`src/rtl/riscv_pkg.sv`:
```
// Shared fetch-stage types: machine widths, FSM states and the decode-side entry payload.
package riscv_pkg;

  localparam int unsigned XLEN = 32;
  localparam int unsigned ILEN = 32;
  localparam logic [ILEN-1:0] NOP_INSTR = 32'h0000_0013;

  typedef enum logic [1:0] {
    RESET,
    RUN,
    HALT
  } fetch_state_e;

  typedef struct packed {
    logic [ILEN-1:0] instr;
    logic [XLEN-1:0] pc;
  } fetch_entry_t;

endpackage

```
`src/rtl/sync_fifo.sv`:
```
// Synchronous FIFO with flush; flush overrides push and pop in the same cycle.
module sync_fifo #(
  parameter int unsigned DEPTH = 2,
  parameter int unsigned WIDTH = 32
) (
  input  logic                     clk,
  input  logic                     rst_n,
  input  logic                     flush,
  input  logic                     push,
  input  logic [WIDTH-1:0]         wdata,
  input  logic                     pop,
  output logic [WIDTH-1:0]         rdata,
  output logic [$clog2(DEPTH):0]   count
);

  localparam int unsigned AW = $clog2(DEPTH);
  localparam int unsigned CW = AW + 1;

  logic [WIDTH-1:0] mem_q [DEPTH];
  logic [WIDTH-1:0] mem_d [DEPTH];
  logic [AW-1:0]    wptr_q, wptr_d, rptr_q, rptr_d;
  logic [CW-1:0]    cnt_q, cnt_d;
  logic             do_push, do_pop;

  // A push into a full FIFO is only legal when the head leaves in the same cycle.
  assign do_pop  = pop && (cnt_q != '0);
  assign do_push = push && ((cnt_q != CW'(DEPTH)) || do_pop);

  always_comb begin
    mem_d  = mem_q;
    wptr_d = wptr_q;
    rptr_d = rptr_q;
    cnt_d  = cnt_q;
    if (flush) begin
      wptr_d = '0;
      rptr_d = '0;
      cnt_d  = '0;
    end else begin
      if (do_push) begin
        mem_d[wptr_q] = wdata;
        wptr_d        = wptr_q + AW'(1);
      end
      if (do_pop) begin
        rptr_d = rptr_q + AW'(1);
      end
      cnt_d = cnt_q + CW'(do_push) - CW'(do_pop);
    end
  end

  always_ff @(posedge clk or negedge rst_n) begin
    if (!rst_n) begin
      mem_q  <= '{default: '0};
      wptr_q <= '0;
      rptr_q <= '0;
      cnt_q  <= '0;
    end else begin
      mem_q  <= mem_d;
      wptr_q <= wptr_d;
      rptr_q <= rptr_d;
      cnt_q  <= cnt_d;
    end
  end

  assign rdata = mem_q[rptr_q];
  assign count = cnt_q;

endmodule

```
`src/rtl/fetch_unit.sv`:
```
// Instruction fetch stage: PC, memory request issue, response tagging and decode buffer.
// Optional misaligned-redirect fault enabled by `define FETCH_MISALIGN_CHECK_EN.
module fetch_unit
  import riscv_pkg::*;
#(
  parameter logic [XLEN-1:0] RESET_PC        = 32'h0000_0000,
  parameter int unsigned     FIFO_DEPTH      = 2,
  parameter int unsigned     MAX_OUTSTANDING = 2
) (
  input  logic            clk,
  input  logic            rst_n,
  input  logic            fetch_en,
  input  logic            redirect_valid,
  input  logic [XLEN-1:0] redirect_pc,
  output logic            imem_req_valid,
  input  logic            imem_req_ready,
  output logic [XLEN-1:0] imem_req_addr,
  input  logic            imem_resp_valid,
  input  logic [ILEN-1:0] imem_resp_data,
  output logic            instr_valid,
  input  logic            instr_ready,
  output logic [ILEN-1:0] instr,
  output logic [XLEN-1:0] instr_pc,
  output logic            fetch_fault
);

  localparam int unsigned OW = $clog2(MAX_OUTSTANDING) + 1;
  localparam int unsigned FW = $clog2(FIFO_DEPTH) + 1;
  localparam int unsigned SW = ((OW > FW) ? OW : FW) + 1;

  fetch_state_e    state_q, state_d;
  logic [XLEN-1:0] pc_q, pc_d;
  logic [OW-1:0]   drop_cnt_q, drop_cnt_d;
  logic            fault_q, fault_d;

  logic [OW-1:0]   outstanding;
  logic [FW-1:0]   fifo_count;
  logic [XLEN-1:0] resp_pc;
  logic            req_fire, resp_keep, fifo_pop;
  logic            redir_misaligned;
  logic [XLEN-1:0] redir_target;
  fetch_entry_t    push_entry, head_entry;

`ifdef FETCH_MISALIGN_CHECK_EN
  assign redir_misaligned = (redirect_pc[1:0] != 2'b00);
`else
  assign redir_misaligned = 1'b0;
`endif
  assign redir_target = {redirect_pc[XLEN-1:2], 2'b00};

  // Credit check keeps every in-flight response guaranteed a buffer slot.
  assign imem_req_valid = (state_q == RUN) && fetch_en && !redirect_valid
                          && (outstanding < OW'(MAX_OUTSTANDING))
                          && ((SW'(outstanding) + SW'(fifo_count)) < SW'(FIFO_DEPTH));
  assign imem_req_addr  = pc_q;
  assign req_fire       = imem_req_valid && imem_req_ready;
  assign resp_keep      = imem_resp_valid && (drop_cnt_q == '0);
  assign fifo_pop       = instr_valid && instr_ready;

  always_comb begin
    state_d    = state_q;
    pc_d       = pc_q;
    drop_cnt_d = drop_cnt_q;
    fault_d    = fault_q;
    case (state_q)
      RESET:   state_d = RUN;
      RUN:     if (!fetch_en) state_d = HALT;
      HALT:    if (fetch_en && !fault_q) state_d = RUN;
      default: state_d = RESET;
    endcase
    if (req_fire) begin
      pc_d = pc_q + XLEN'(4);
    end
    if (imem_resp_valid && (drop_cnt_q != '0)) begin
      drop_cnt_d = drop_cnt_q - OW'(1);
    end
    // Every response still in flight belongs to the old path and must be dropped.
    if (redirect_valid) begin
      pc_d       = redir_target;
      drop_cnt_d = outstanding - OW'(imem_resp_valid);
      fault_d    = redir_misaligned;
      if (redir_misaligned) state_d = HALT;
    end
  end

  always_ff @(posedge clk or negedge rst_n) begin
    if (!rst_n) begin
      state_q    <= RESET;
      pc_q       <= RESET_PC;
      drop_cnt_q <= '0;
      fault_q    <= 1'b0;
    end else begin
      state_q    <= state_d;
      pc_q       <= pc_d;
      drop_cnt_q <= drop_cnt_d;
      fault_q    <= fault_d;
    end
  end

  // PC tags stay in step with memory order, so they are never flushed.
  sync_fifo #(
    .DEPTH (MAX_OUTSTANDING),
    .WIDTH (XLEN)
  ) u_tag_fifo (
    .clk   (clk),
    .rst_n (rst_n),
    .flush (1'b0),
    .push  (req_fire),
    .wdata (pc_q),
    .pop   (imem_resp_valid),
    .rdata (resp_pc),
    .count (outstanding)
  );

  assign push_entry = '{instr: imem_resp_data, pc: resp_pc};

  sync_fifo #(
    .DEPTH (FIFO_DEPTH),
    .WIDTH ($bits(fetch_entry_t))
  ) u_instr_fifo (
    .clk   (clk),
    .rst_n (rst_n),
    .flush (redirect_valid),
    .push  (resp_keep),
    .wdata (push_entry),
    .pop   (fifo_pop),
    .rdata (head_entry),
    .count (fifo_count)
  );

  assign instr_valid = (fifo_count != '0);
  assign instr       = head_entry.instr;
  assign instr_pc    = head_entry.pc;
  assign fetch_fault = fault_q;

endmodule

```
`config.mk`:
```
export PLATFORM = sky130hd
export DESIGN_NAME = fetch_unit
export DESIGN_NICKNAME = d
export VERILOG_FILES = /design/src/rtl/riscv_pkg.sv /design/src/rtl/sync_fifo.sv /design/src/rtl/fetch_unit.sv
export SDC_FILE = /design/constraint.sdc
export NUM_CORES = 1
export LEC_CHECK = 0
export ABC_AREA = 1
export BUFFER_PORTS_ARGS = -buffer_cell sky130_fd_sc_hd__buf_4
export CELL_PAD_IN_SITES_DETAIL_PLACEMENT = 1
export CELL_PAD_IN_SITES_GLOBAL_PLACEMENT = 1
export CORE_MARGIN = 2
export CORE_UTILIZATION = 46
export DETAILED_ROUTE_END_ITERATION = 8
export GPL_ROUTABILITY_DRIVEN = 0
export PLACE_DENSITY = 0.85
export SETUP_SLACK_MARGIN = 0.4
export SLEW_MARGIN = 20
export SYNTH_ARGS = -nofsm -noshare
export SYNTH_HDL_FRONTEND = slang
export SYNTH_HIERARCHICAL = 1
export SYNTH_SLANG_ARGS = --single-unit
```
`constraint.sdc`:
```
create_clock -name clk -period 7.3 [get_ports clk]
set_input_delay 0.365 -clock clk [delete_from_list [all_inputs] [get_ports clk]]
set_output_delay 0.365 -clock clk [all_outputs]
set_load 0.05 [all_outputs]
```
Yosys cells after proc, flatten, opt, wreduce, memory -nomap -nowiden
Cells that the tools add are included.
Word-level totals
  bits in registers: 236
  input bits: 71
Cells by class
  add/sub/neg operators: 12
  $lt $le $gt $ge: 8
  equal/unequal tests: 6
  multiplexer cells: 24
  bitwise operators: 5
  reductions and logical operators: 28
Operators by type and width (number)
  $mux 64: 4
  $mux 32: 6
  $bwmux 128: 1
  $bwmux 64: 1
  $demux 64 s1: 1
  $add 32x3->32 const B: 1
  $demux 32 s1: 1
  $logic_and 1x1->1: 14
  $reduce_bool 2->1: 7
  $mux 2: 5
  $ge 2x2->1 const B: 4
  $ne 2x2->1 const B: 4
  $not 1->2: 4
  $pmux 2 s3: 1
  $sub 2x1->2: 3
  $add 1x1->1 const B: 4
  $add 2x1->2: 2
  $logic_not 2->1: 2
  $lt 2x1->1 const B: 2
  $mux 1: 4
  $reduce_and 2->1: 2
  $add 2x2->3: 1
  $lt 3x2->1 const B: 1
  $eq 2x1->1 const B: 1
  6 further kinds: 7

Depth between registers and ports, before layout
Gate-level depths: netlist of the first run.
  depth after elaboration: 9
  mapped depth: 18

Modules after synthesis
Netlist of the first run, hierarchy kept.
By module, submodules not included
  sync_fifo (u_instr_fifo): times used 1, cells an instance 809, area an instance 6378.6 um^2
  sync_fifo (u_tag_fifo): times used 1, cells an instance 420, area an instance 3345.7 um^2
  fetch_unit: times used 1, cells an instance 372, area an instance 2461.1 um^2

Least setup slack after synthesis of the first run
No wires, ideal clock.
  path kind: reg2reg
  from: register u_tag_fifo.cnt_q[1], in the netlist u_tag_fifo/count[1]
  to: register u_tag_fifo.cnt_q[1], in the netlist u_tag_fifo/count[1]
  setup time: 0.119 ns
  arrival: 2.878 ns
  data required time: 7.181 ns
  slack: 4.303 ns
  stages on the path, launching flop included: 16
  cell sequence: dfrtp_1 -> fa_1 -> nor2_1 -> nand2_1 -> nor2_2 -> nand2_2 -> buf_6 -> clkinv_4 -> buf_6 -> buf_4 -> nand2_1 -> ha_1 -> inv_1 -> ha_1 -> a21oi_1 -> nor2_1
On the way
  cells in the longest elaborated chain, start to end: 7
  elaborated cells on any way between the ends: 13
Ends and longest elaborated chain
  start: declaration: line sync_fifo.sv:22  | logic [CW-1:0] cnt_q, cnt_d;
  start signal: assignment: line sync_fifo.sv:60  | cnt_q <= cnt_d;
  $add 2x2->3 or $lt 2x2->1 (tied branches): line fetch_unit.sv:54, fetch_unit.sv:53
  $lt 3x2->1 or $logic_and 1x1->1 (tied branches): line fetch_unit.sv:54, fetch_unit.sv:53
  $logic_and 1x1->1 (*): line fetch_unit.sv:54  | && ((SW'(outstanding) + SW'(fifo_count)) < SW'(FIFO_DEPTH));
  net imem_req_valid: line fetch_unit.sv:15  | output logic imem_req_valid,
  $logic_and 1x1->1 (*): line fetch_unit.sv:56  | assign req_fire = imem_req_valid && imem_req_ready;
  net req_fire: line fetch_unit.sv:39  | logic req_fire, resp_keep, fifo_pop;
  $logic_and 1x1->1 (*): line sync_fifo.sv:27  | assign do_push = push && ((cnt_q != CW'(DEPTH)) || do_pop);
  $add 2x1->2 (*): line sync_fifo.sv:46  | cnt_d = cnt_q + CW'(do_push) - CW'(do_pop);
  $sub 2x1->2 (*): line sync_fifo.sv:46
  net u_tag_fifo.cnt_d[1]: line sync_fifo.sv:22
Mark *: on every way through the listed nets, which the timed path passes. The rest lies on a longest branch.
A chain may end at the register's enable or synchronous reset.

Worst setup path in the final report of the first run
  from: register u_instr_fifo.cnt_q[0], in the netlist u_instr_fifo/count[0]
  to: register u_tag_fifo/mem_q[63] (netlist bit)
On the way
  cells in the longest elaborated chain, start to end: 5
Ends and longest elaborated chain
  start: declaration: line sync_fifo.sv:22
  start signal: assignment: line sync_fifo.sv:60
  $add 2x2->3: line fetch_unit.sv:54
  $lt 3x2->1: line fetch_unit.sv:54
  $logic_and 1x1->1: line fetch_unit.sv:54
  $logic_and 1x1->1: line fetch_unit.sv:56
  $logic_and 1x1->1: line sync_fifo.sv:27
  end signal: assignment: line sync_fifo.sv:57  | mem_q <= mem_d;
  end: declaration: line sync_fifo.sv:19  | logic [WIDTH-1:0] mem_q [DEPTH];
Every way passes these cells.

==> flow_summary_export.csv, run 1 <==
group,metric,value,unit
run_status,status,"complete, no violations",
worst_setup_path,cp_slowest_cell,"nand3_2",
synthesis,synth_compound_area_share,2.054,%
synthesis,syn-instance-count,1601,
worst_hold_path,worstHoldPathCells,3,
routing,vias,11350,
timing,max_freq,0.3005,GHz
clock_network,cts_hold_buf,2,
routing,drc,0,
power_and_ir_drop,p_sw_share,43.91,%
timing,post-route-period-util,45.58,%
final_layout,nets,1781,
clock_network,cts_max_level,1,
routing,dr.first_iter.drc_count,643,
clock_network,cts_buffers,26,
worst_setup_path,r2r_end,"u_tag_fifo/mem_q[63]",
timing,slew_headroom,33.12,%
synthesis,yosysWarnings,6,
final_layout,syn2layout_area_growth,16.10,%
power_and_ir_drop,power_density,392.9,nW/um^2
timing,finalHoldViolCount,0,
timing,finalClockSkew,9.946,ps
floorplanning,core_area,26060,um^2
worst_setup_path,critical_path.max_stage_delay,750,ps
timing,setup_tns,0,ps
clock_network,cts_resized,0,
clock_network,clock_latency,530,ps
clock_network,clk_pin_slew,60,ps
power_and_ir_drop,ir_drop,0.2830,mV
global_routing,grt_usage,26.07,%
timing,drv_slew,0,
timing,worst_pin_slew,1003,ps
power_and_ir_drop,comb_power_share,40.1,%
power_and_ir_drop,p_int,3118,uW
synthesis,syn_avg_cell_area,7.611,um^2
synthesis,synth_mux_area_share,0,%
power_and_ir_drop,p_leak,0.007716,uW
worst_setup_path,cp.required,7710,ps
timing,rsz0062_at_grt,"no",
power_and_ir_drop,clockPowerShare,24.1,%
worst_setup_path,rr_worst_depth,11,
placed_design,portBuffers,164,
placed_design,hpwlAfterDp,21.64,mm
clock_network,clock_path_buffers,3,
routing,highest_layer,"met4",
clock_network,cts_setup_buffers,0,
synthesis,synth-xor-area-share,0.6469,%
global_routing,grt_pass1_vias,11880,
timing,setup_viol,0,
timing,setup_ws,3973,ps
synthesis,synth_top_family_by_area,"simple AND/OR/NAND/NOR gates",
clock_network,cts_tree,"yes",
routing,routed_wl,36.14,mm
floorplanning,die-area,27810,um^2
global_routing,antenna_found_initial,0,
floorplanning,start_util,46.76,%
worst_hold_path,holdCritStartpoint,"redirect_pc[12]",
synthesis,syn-cell-area,12190,um^2
worst_setup_path,regToRegSetupSlack,3970,ps
routing,dr_wl_met3,1.411,mm
worst_setup_path,cp.arrival,3730,ps
synthesis,synth_simple_gate_area_share,40.18,%
worst_setup_path,cp_common_cell,"nand2_1",
placed_design,place_ws,3912,ps
global_routing,grt_pass1_wl,60.15,mm
routing,viasPerCell,5.519,
worst_setup_path,end_kind,"flop",
routing,ant_nets,0,
synthesis,synth_top_cell_area_share,48.05,%
floorplanning,die_w,166.8,um
worst_setup_path,start_kind,"flop",
routing,wire_per_inst,17.58,um
power_and_ir_drop,pwr-share-seq,35.8,%
global_routing,grt_max_degree,104,
clock_network,clock-sinks,234,
power_and_ir_drop,switchingPower,2441,uW
final_layout,n_antenna_cell,0,
routing,met1_length,16.25,mm
timing,period_needed,3327,ps
routing,met2_length,17.59,mm
routing,dr.pass1.iters,5,
synthesis,synth_area_leaders,"dfrtp_1 (48%), nand2_1 (25%), nand4_1 (10%), buf_2 (2.9%), nand3_1 (2.0%)",
global_routing,globalRouteOverflowTotal,0,
synthesis,yosys.area.top_type,"dfrtp_1",
floorplanning,die_y,166.8,um
worst_setup_path,worstPathMaxFanout,86,
worst_setup_path,critPathKind,"reg2reg",
floorplanning,num_rows,59,
synthesis,ys_seq_area_share,48.05,%
final_layout,drive_gt1_share,14.70,%
clock_network,cts-root-buf,"clkbuf_16",
worst_hold_path,worstHoldEndpoint,"imem_req_addr[12]",
synthesis,yosys.area_share.adder,0.8830,%
flow_run,drv_cap,0,
worst_setup_path,r2r-start,"u_instr_fifo/count[0]",
floorplanning,pin_count,170,
synthesis,synth_cell_types,34,
worst_hold_path,hold_class,"in2reg",
worst_setup_path,path_cells,"nand2_1, inv_1, fa_1, nor2_1, nand2_1, nor2_2, nand2_2, clkinv_4, nand3_2, nand2_1, nand2_1",
synthesis,synth_seq_cells,234,
==> layout make-up <==
type | instances | area (um^2)
fill | 3282 | 11910
sequential | 234 | 5857
multi-input combinational | 1198 | 5394
timing repair buffer | 179 | 1356
clock buffer | 35 | 765.7
tap | 335 | 419.2
inverter | 63 | 242.7
clock inverter | 12 | 112.6
==> placed cells by master, fill, tap and decap left out, drive strengths merged, types with 2 or more instances in the layout <==
| master | n |
|---|---|
| inv | 61 |
| o21ai | 19 |
| conb | 11 |
| buf | 177 |
| nand4 | 195 |
| dfrtp | 234 |
| o211ai | 9 |
| nor2 | 51 |
| o21bai | 4 |
| xor2 | 5 |
| xnor2 | 4 |
| dlygate4sd3 | 2 |
| nand2 | 821 |
| a21oi | 7 |
| ha | 7 |
| bufinv | 2 |
| nor3 | 4 |
| nand3 | 56 |
| clkinv | 11 |
| clkbuf | 35 |
==> power by group through the flow <==
| stage | Combinational, uW | Sequential, uW | Clock (uW) |
|---|---|---|---|
| 3_3_place_gp | 2170 | 1980 | 0 |
| 5_1_grt | 2430 | 2040 | 1410 |
| 3_5_place_dp | 2230 | 2010 | 0 |
| 6_report | 2230 | 1990 | 1340 |
| 2_1_floorplan | 1540 | 2020 | 0 |
| 4_1_cts | 2250 | 1990 | 1370 |
==> worst max-delay path, delay by kind of cell (launching register included) <==
| kind | cells | cell delay, ps |
|---|---|---|
| flip-flops | 1 | 440 |
| AND/OR/NAND/NOR | 8 | 1730 |
| adder cells (fa/ha/maj) | 1 | 430 |
| buffers and inverters | 2 | 550 |
==> per-stage QoR <==
stage	total power [uW]	cells	util (%)	cell area [um^2]	hold slack, ps
2_1_floorplan	3556	1611	-	12220	69.41
3_3_place_gp	4151	2007	50.84	13250	452.9
3_5_place_dp	4235	2007	50.84	13250	458.3
4_1_cts	5602	2056	54.29	14150	34.04
5_1_grt	5892	2056	54.29	14150	40.24
6_report	5559	2056	54.29	14150	51.59
==> cells in the mapped netlist, drive strengths merged <==
master,n
a21oi,7
a31oi,1
and2,1
buf,105
clkbuf,11
clkinv,1
conb,1
dfrtp,234
fa,1
ha,7
inv,62
nand2,821
nand3,56
nand4,195
nor2,51
nor3,4
o211ai,9
o21a,1
o21ai,19
o21bai,4
or2,1
xnor2,4
xor2,5
==> state kept, by name, summed over array words and instances, names as in the netlist <==
register	flops
drop_cnt_q	2
imem_req_addr	30
state_q	2
u_instr_fifo/count	2
u_instr_fifo/mem_q	128
u_instr_fifo/rptr_q	1
u_instr_fifo/wptr_q	1
u_tag_fifo/count	2
u_tag_fifo/mem_q	64
u_tag_fifo/rptr_q	1
u_tag_fifo/wptr_q	1
==> how the worst max path moves through the flow <==
stage	start	end	slack [ps]	cells after the start
2_1_floorplan	u_tag_fifo/count[1]	u_tag_fifo/count[1]	4300	15
3_3_place_gp	u_tag_fifo/count[1]	u_tag_fifo/mem_q[49]	3980	9
3_5_place_dp	u_instr_fifo/count[0]	u_tag_fifo/mem_q[47]	3910	11
4_1_cts	u_instr_fifo/count[0]	u_tag_fifo/mem_q[63]	3890	11
5_1_grt	u_instr_fifo/count[1]	u_tag_fifo/mem_q[63]	3600	9
6_report	u_instr_fifo/count[0]	u_tag_fifo/mem_q[63]	3970	11
==> routing by layer <==
layer | track usage, % | vias to the layer above
met5 | 0 | -
met4 | 7.121 | 0
met3 | 2.519 | 56
met2 | 45.78 | 263
met1 | 34.57 | 5634
li1 | - | 5395
==> kinds of logic after synthesis <==
group / after synthesis
flip-flops: 234
AO/OA/AOI/OAI: 41
adder cells (fa/ha/maj): 8
other: 1
buffers and inverters: 179
XOR/XNOR: 9
AND/OR/NAND/NOR: 1129
Power figures use the tool's default switching activity.
==> run 2: changes to the inputs <==
CORE_UTILIZATION = 38   (was 46)
PLACE_DENSITY = 0.75   (was 0.85)
clock period = 2.7 ns   (was 7.3 ns; I/O delays follow)
==> run 2 against run 1 <==
Global-route usage shrank 2.6 points. Design area grew 9.6%. Final cell count grew 7.8%. Worst setup slack lost 3500 ps. Critical path type unchanged. Critical endpoint is now u_tag_fifo/mem_q[39]. Largest cell class unchanged.
==> flow_summary_export.csv, run 2 (synthesis gave the netlist of run 1 again) <==
group,metric,value,unit
run_status,status,"complete, no violations",
timing,max_freq,0.4490,GHz
routing,vias,11650,
global_routing,grt_usage,23.49,%
final_layout,largest_reg_flops,128,
worst_setup_path,cp_common_cell,"nand2_2",
placed_design,hpwlAfterDp,23.55,mm
floorplanning,die_w,183.1,um
floorplanning,start_util,38.62,%
routing,viasPerCell,5.259,
worst_setup_path,cp.arrival,2650,ps
timing,post-route-period-util,82.49,%
clock_network,cts_buffers,28,
worst_setup_path,start_kind,"flop",
floorplanning,pin_count,170,
timing,slew_headroom,42.50,%
global_routing,antenna_found_initial,0,
timing,finalHoldViolCount,0,
clock_network,cts_tree,"yes",
placed_design,portBuffers,164,
floorplanning,num_rows,65,
final_layout,layout_commonest_cell,"nand2_1",
floorplanning,core_area,31560,um^2
routing,dr.pass1.iters,5,
timing,drv_slew,0,
worst_setup_path,regToRegSetupSlack,470,ps
final_layout,layout_common_cells,"nand2_1 (787), dfrtp_1 (230), nand4_1 (195), buf_4 (190), dlygate4sd3_1 (65)",
global_routing,grt_max_degree,95,
power_and_ir_drop,p_leak,0.008217,uW
routing,drc,0,
worst_setup_path,cp_slowest_cell,"fa_1",
clock_network,cts-root-buf,"clkbuf_16",
clock_network,cts_max_level,1,
final_layout,fillers,3825,
power_and_ir_drop,power_density,1019,nW/um^2
worst_setup_path,cp.required,3130,ps
floorplanning,die-area,33510,um^2
final_layout,regMostFlops,"u_instr_fifo/mem_q",
timing,period_needed,2227,ps
floorplanning,die_y,183.1,um
routing,ant_nets,0,
final_layout,postLayoutCoreUtil,49.12,%
worst_setup_path,worstPathMaxFanout,8,
timing,worst_pin_slew,862.6,ps
global_routing,globalRouteOverflowTotal,0,
clock_network,clk_pin_slew,60,ps
final_layout,n_antenna_cell,0,
worst_setup_path,path_cells,"nand2_2, inv_2, fa_1, nor2_2, nand2_2, nor2_4, nand2_2, clkinv_4, buf_6, nand3_4, clkbuf_16, nand2_1, nand2_1",
clock_network,clock_path_buffers,3,
worst_hold_path,hold_class,"in2reg",
worst_setup_path,end_kind,"flop",
clock_network,clock_latency,540,ps
timing,setup_viol,0,
final_layout,nets,1876,
flow_run,drv_cap,0,
final_layout,drive_gt1_share,17.75,%
timing,rsz0062_at_grt,"yes",
global_routing,grt_pass1_vias,12220,
worst_setup_path,critical_path.max_stage_delay,450,ps
routing,dr.first_iter.drc_count,589,
timing,setup_tns,0,ps
routing,routed_wl,39.38,mm
final_layout,syn2layout_area_growth,27.19,%
worst_setup_path,critPathKind,"reg2reg",
global_routing,grt_pass1_wl,64.00,mm
clock_network,clock-sinks,234,
power_and_ir_drop,ir_drop,0.4947,mV
timing,finalClockSkew,11.28,ps
routing,wire_per_inst,17.77,um
## run 2: final timing paths
path                                            to                    from  depth (start not counted)
max in group asynchronous     u_tag_fifo/mem_q[12]                   rst_n                          3
hold reg to reg             u_instr_fifo/mem_q[86]  u_instr_fifo/mem_q[86]                          2
hold / removal               u_instr_fifo/count[0]          redirect_valid                          2
setup / recovery              u_tag_fifo/mem_q[39]   u_instr_fifo/count[0]                         13
min in group asynchronous  u_instr_fifo/mem_q[122]                   rst_n                          2
setup reg to reg              u_tag_fifo/mem_q[39]   u_instr_fifo/count[0]                         13
## run 2: repair_timing
action / CTS / global route
setup endpoints to repair: 75 / 99
resized for setup: 3 / 61
endpoints found under the hold margin: 161 / 0
cloned: 0 / 5
hold buffers: 65 / 0
setup buffers: 7 / 3
## run 2: cell type report
| class | count | area (um^2) | share of cell area (%) |
|---|---|---|---|
| Clock buffer | 39 | 813.3 | 5.247 |
| Clock inverter | 8 | 140.1 | 0.9042 |
| Inverter | 63 | 245.2 | 1.582 |
| Multi-Input combinational cell | 1199 | 5578 | 35.99 |
| Sequential cell | 234 | 5861 | 37.81 |
| Tap cell | 402 | 503.0 | 3.245 |
| Timing Repair Buffer | 271 | 2359 | 15.22 |
## run 2: per-stage QoR
stage / cells / power (uW) / worst slack [ps] / hold WS, ps / cell area, um^2
floorplan: 1611 / 9636 / -7.603 / -160.6 / 12260
global placement: 2089 / 11380 / 281.5 / 132.9 / 13520
detailed placement: 2089 / 11570 / 264.1 / 133.7 / 13520
CTS: 2208 / 15710 / 391.2 / 45.63 / 15180
global route: 2216 / 16770 / 311.6 / 55.52 / 15500
finish: 2216 / 15790 / 472.7 / 52.72 / 15500
## run 2: metal layers
metal  share of wire (%)  track usage [%]  wire length [um]  vias up
li1                    -                -                 -     5586
met4                 1.7            5.024               665        0
met3                 4.3            3.078              1706       45
met1                  46            31.37             18030     5758
met5                   0                0                 0        -
met2                  48            40.85             18990      264
## run 2: critical path, delay by kind of cell, from the launching register on
family	cells	cell delay, ps
buf+inv	4	530
flops	1	410
fa+ha+maj	1	450
simple gates	8	710
## run 2: power breakdown
part / internal, uW / switching, uW / leakage, uW / total [uW]
sequential: 4600 / 789 / 0.00308 / 5390
clock: 2450 / 1490 / 0.000471 / 3950
combinational: 1910 / 4540 / 0.00467 / 6450
==> run 3: changes to the inputs <==
CORE_UTILIZATION = 43   (was 38)
PLACE_DENSITY = 0.8   (was 0.75)
clock period = 2.08 ns   (was 2.7 ns; I/O delays follow)
==> run 3 against run 2 <==
Core utilization rose by 16 points. The flow now finishes with violations (negative setup slack). Worst hold slack improved by 14 ps. Critical path depth is 2 higher. Fmax is 0.94% higher. Largest cell class is now multi-input gates. Sequential cell count unchanged.
==> flow_summary_export.csv, run 3 (synthesis gave the netlist of run 1 again) <==
group,metric,value,unit
routing,dr.first_iter.drc_count,1206,
global_routing,use_met3,4.143,%
final_layout,layout_common_cells,"nand2_1 (656), dfrtp_1 (231), nand4_1 (195), buf_4 (144), nand2_4 (122)",
routing,routed_wl,56.08,mm
routing,wire_per_inst,24.80,um
final_layout,finalInstanceArea,18100,um^2
final_layout,fillers,3128,
global_routing,grt_pass1_vias,12970,
final_layout,layout_commonest_cell,"nand2_1",
final_layout,syn2layout_area_growth,48.57,%
timing,finalHoldViolCount,0,
worst_setup_path,start_kind,"flop",
floorplanning,pin_count,170,
floorplanning,core_area,27860,um^2
timing,max_freq,0.4532,GHz
routing,viasPerCell,5.912,
power_and_ir_drop,power_density,1325,nW/um^2
worst_hold_path,hold_class,"in2async",
floorplanning,die_w,172.3,um
run_status,status,"finished, violations left",
routing,ant_nets,0,
clock_network,clock_path_buffers,3,
clock_network,cts_max_level,1,
timing,rsz0062_at_grt,"yes",
floorplanning,die-area,29700,um^2
timing,setup_ws,-126.4,ps
routing,vias,13370,
floorplanning,die_y,172.3,um
flow_run,drv_cap,0,
timing,finalClockSkew,22.06,ps
power_and_ir_drop,total_power,24000,uW
timing,post-route-period-util,106.1,%
routing,dr.pass1.iters,6,
floorplanning,start_util,43.74,%
worst_setup_path,end_kind,"flop",
global_routing,grt_usage,29.48,%
timing,period_needed,2206,ps
global_routing,met1_usage,37.65,%
final_layout,largest_reg_flops,128,
power_and_ir_drop,p_leak,0.009721,uW
timing,drv_slew,0,
worst_setup_path,cp.arrival,2660,ps
clock_network,cts-root-buf,"clkbuf_16",
power_and_ir_drop,ir_drop,0.6325,mV
clock_network,cts_buffers,27,
clock_network,clock-sinks,234,
global_routing,use_met2,50.82,%
clock_network,cts_tree,"yes",
final_layout,drive_gt1_share,29.00,%
global_routing,globalRouteOverflowTotal,0,
clock_network,clock_latency,540,ps
worst_setup_path,worstPathMaxFanout,2,
final_layout,regMostFlops,"u_instr_fifo/mem_q",
global_routing,grt_pass1_wl,68.97,mm
timing,setup_viol,94,
placed_design,place_area,13920,um^2
global_routing,antenna_found_initial,2,
floorplanning,num_rows,61,
final_layout,postLayoutCoreUtil,64.99,%
timing,fin_hold_ws,66.80,ps
routing,drc,0,
global_routing,grt_max_degree,111,
worst_setup_path,cp.required,2530,ps
final_layout,n_antenna_cell,0,
clock_network,clk_pin_slew,70,ps
run_status,violations,"negative setup slack",
worst_setup_path,critPathKind,"reg2reg",
placed_design,portBuffers,164,
global_routing,grt-busiest-layer,"met2",
timing,setup_tns,-4528,ps
placed_design,hpwlAfterDp,24.17,mm
final_layout,nets,1941,
==> run 3: cell count changes in the layout (fill, tap and decap cells not counted), moves of 11 or more <==
cell	delta
buf_16	+12
nand2_4	+111
buf_4	-46
nand2_2	+18
buf_12	+19
buf_8	+56
nand2_1	-131
nand3_1	-12
buf_6	+13
o21ai_0	-11
==> run 3: repair_timing <==
action / 4_1_cts / 5_1_grt
endpoints found under the setup margin: 214 / 294
pin swaps: 46 / 61
buffers inserted: 7 / 20
gates cloned: 8 / 17
endpoints found under the hold margin: 336 / 0
resized for setup: 187 / 311
hold buffers: 67 / 0
==> run 3: path summary, 6_finish.rpt <==
check,from,to,slack [ps],cells after the start
worst max-delay path,u_instr_fifo/count[0],u_tag_fifo/count[1],-130,15
worst min-delay path,rst_n,u_instr_fifo/mem_q[108],70,2
worst max register to register,u_instr_fifo/count[0],u_tag_fifo/count[1],-130,15
worst min register to register,u_tag_fifo/mem_q[42],u_tag_fifo/mem_q[42],470,2
max in group asynchronous,rst_n,u_instr_fifo/mem_q[85],1260,3
min in group clk,instr_ready,u_instr_fifo/rptr_q,70,5
==> run 3: power by group <==
group / internal (uW) / switching [uW] / leakage, uW / total, uW
Sequential: 5980 / 1520 / 0.00308 / 7500
Combinational: 4140 / 7450 / 0.00618 / 11600
Clock: 2890 / 2010 / 0.000460 / 4900
==> run 3: critical path, stage by stage (launching register included) <==
cell and delay, ps:
dfrtp_1 390, nand2_1 80, inv_2 40, fa_1 460, nor2_2 120, nand2_2 80
nor2_4 110, nand2_4 70, clkinv_4 50, nand2_4 50, ha_4 260, inv_2 40
ha_4 160, nand3_2 70, nand2_1 60, nor2_1 90
==> run 3: routing by layer <==
| layer | wire, um | share of wire (%) |
|---|---|---|
| met1 | 20510 | 37 |
| met2 | 27310 | 49 |
| met4 | 3631 | 6.5 |
| met3 | 4593 | 8.2 |
| met5 | 24 | 0.043 |
==> run 3: layout make-up <==
type | instances | area, um^2 | area share, %
Timing Repair inverter | 1 | 11.26 | 0.06220
Clock buffer | 40 | 834.6 | 4.610
Inverter | 63 | 265.3 | 1.465
Timing Repair Buffer | 337 | 3981 | 21.99
Clock inverter | 10 | 81.33 | 0.4492
Multi-Input combinational cell | 1198 | 6595 | 36.43
Tap cell | 378 | 473.0 | 2.612
Sequential cell | 234 | 5862 | 32.38
==> run 3: per-stage QoR <==
stage	worst slack (ps)	instances
final	-126.4	2261
after detailed placement	-194.3	2092
after CTS	-173.2	2224
after global placement	-116.3	2092
after global routing	-234.9	2261
after floorplan	-626.9	1611
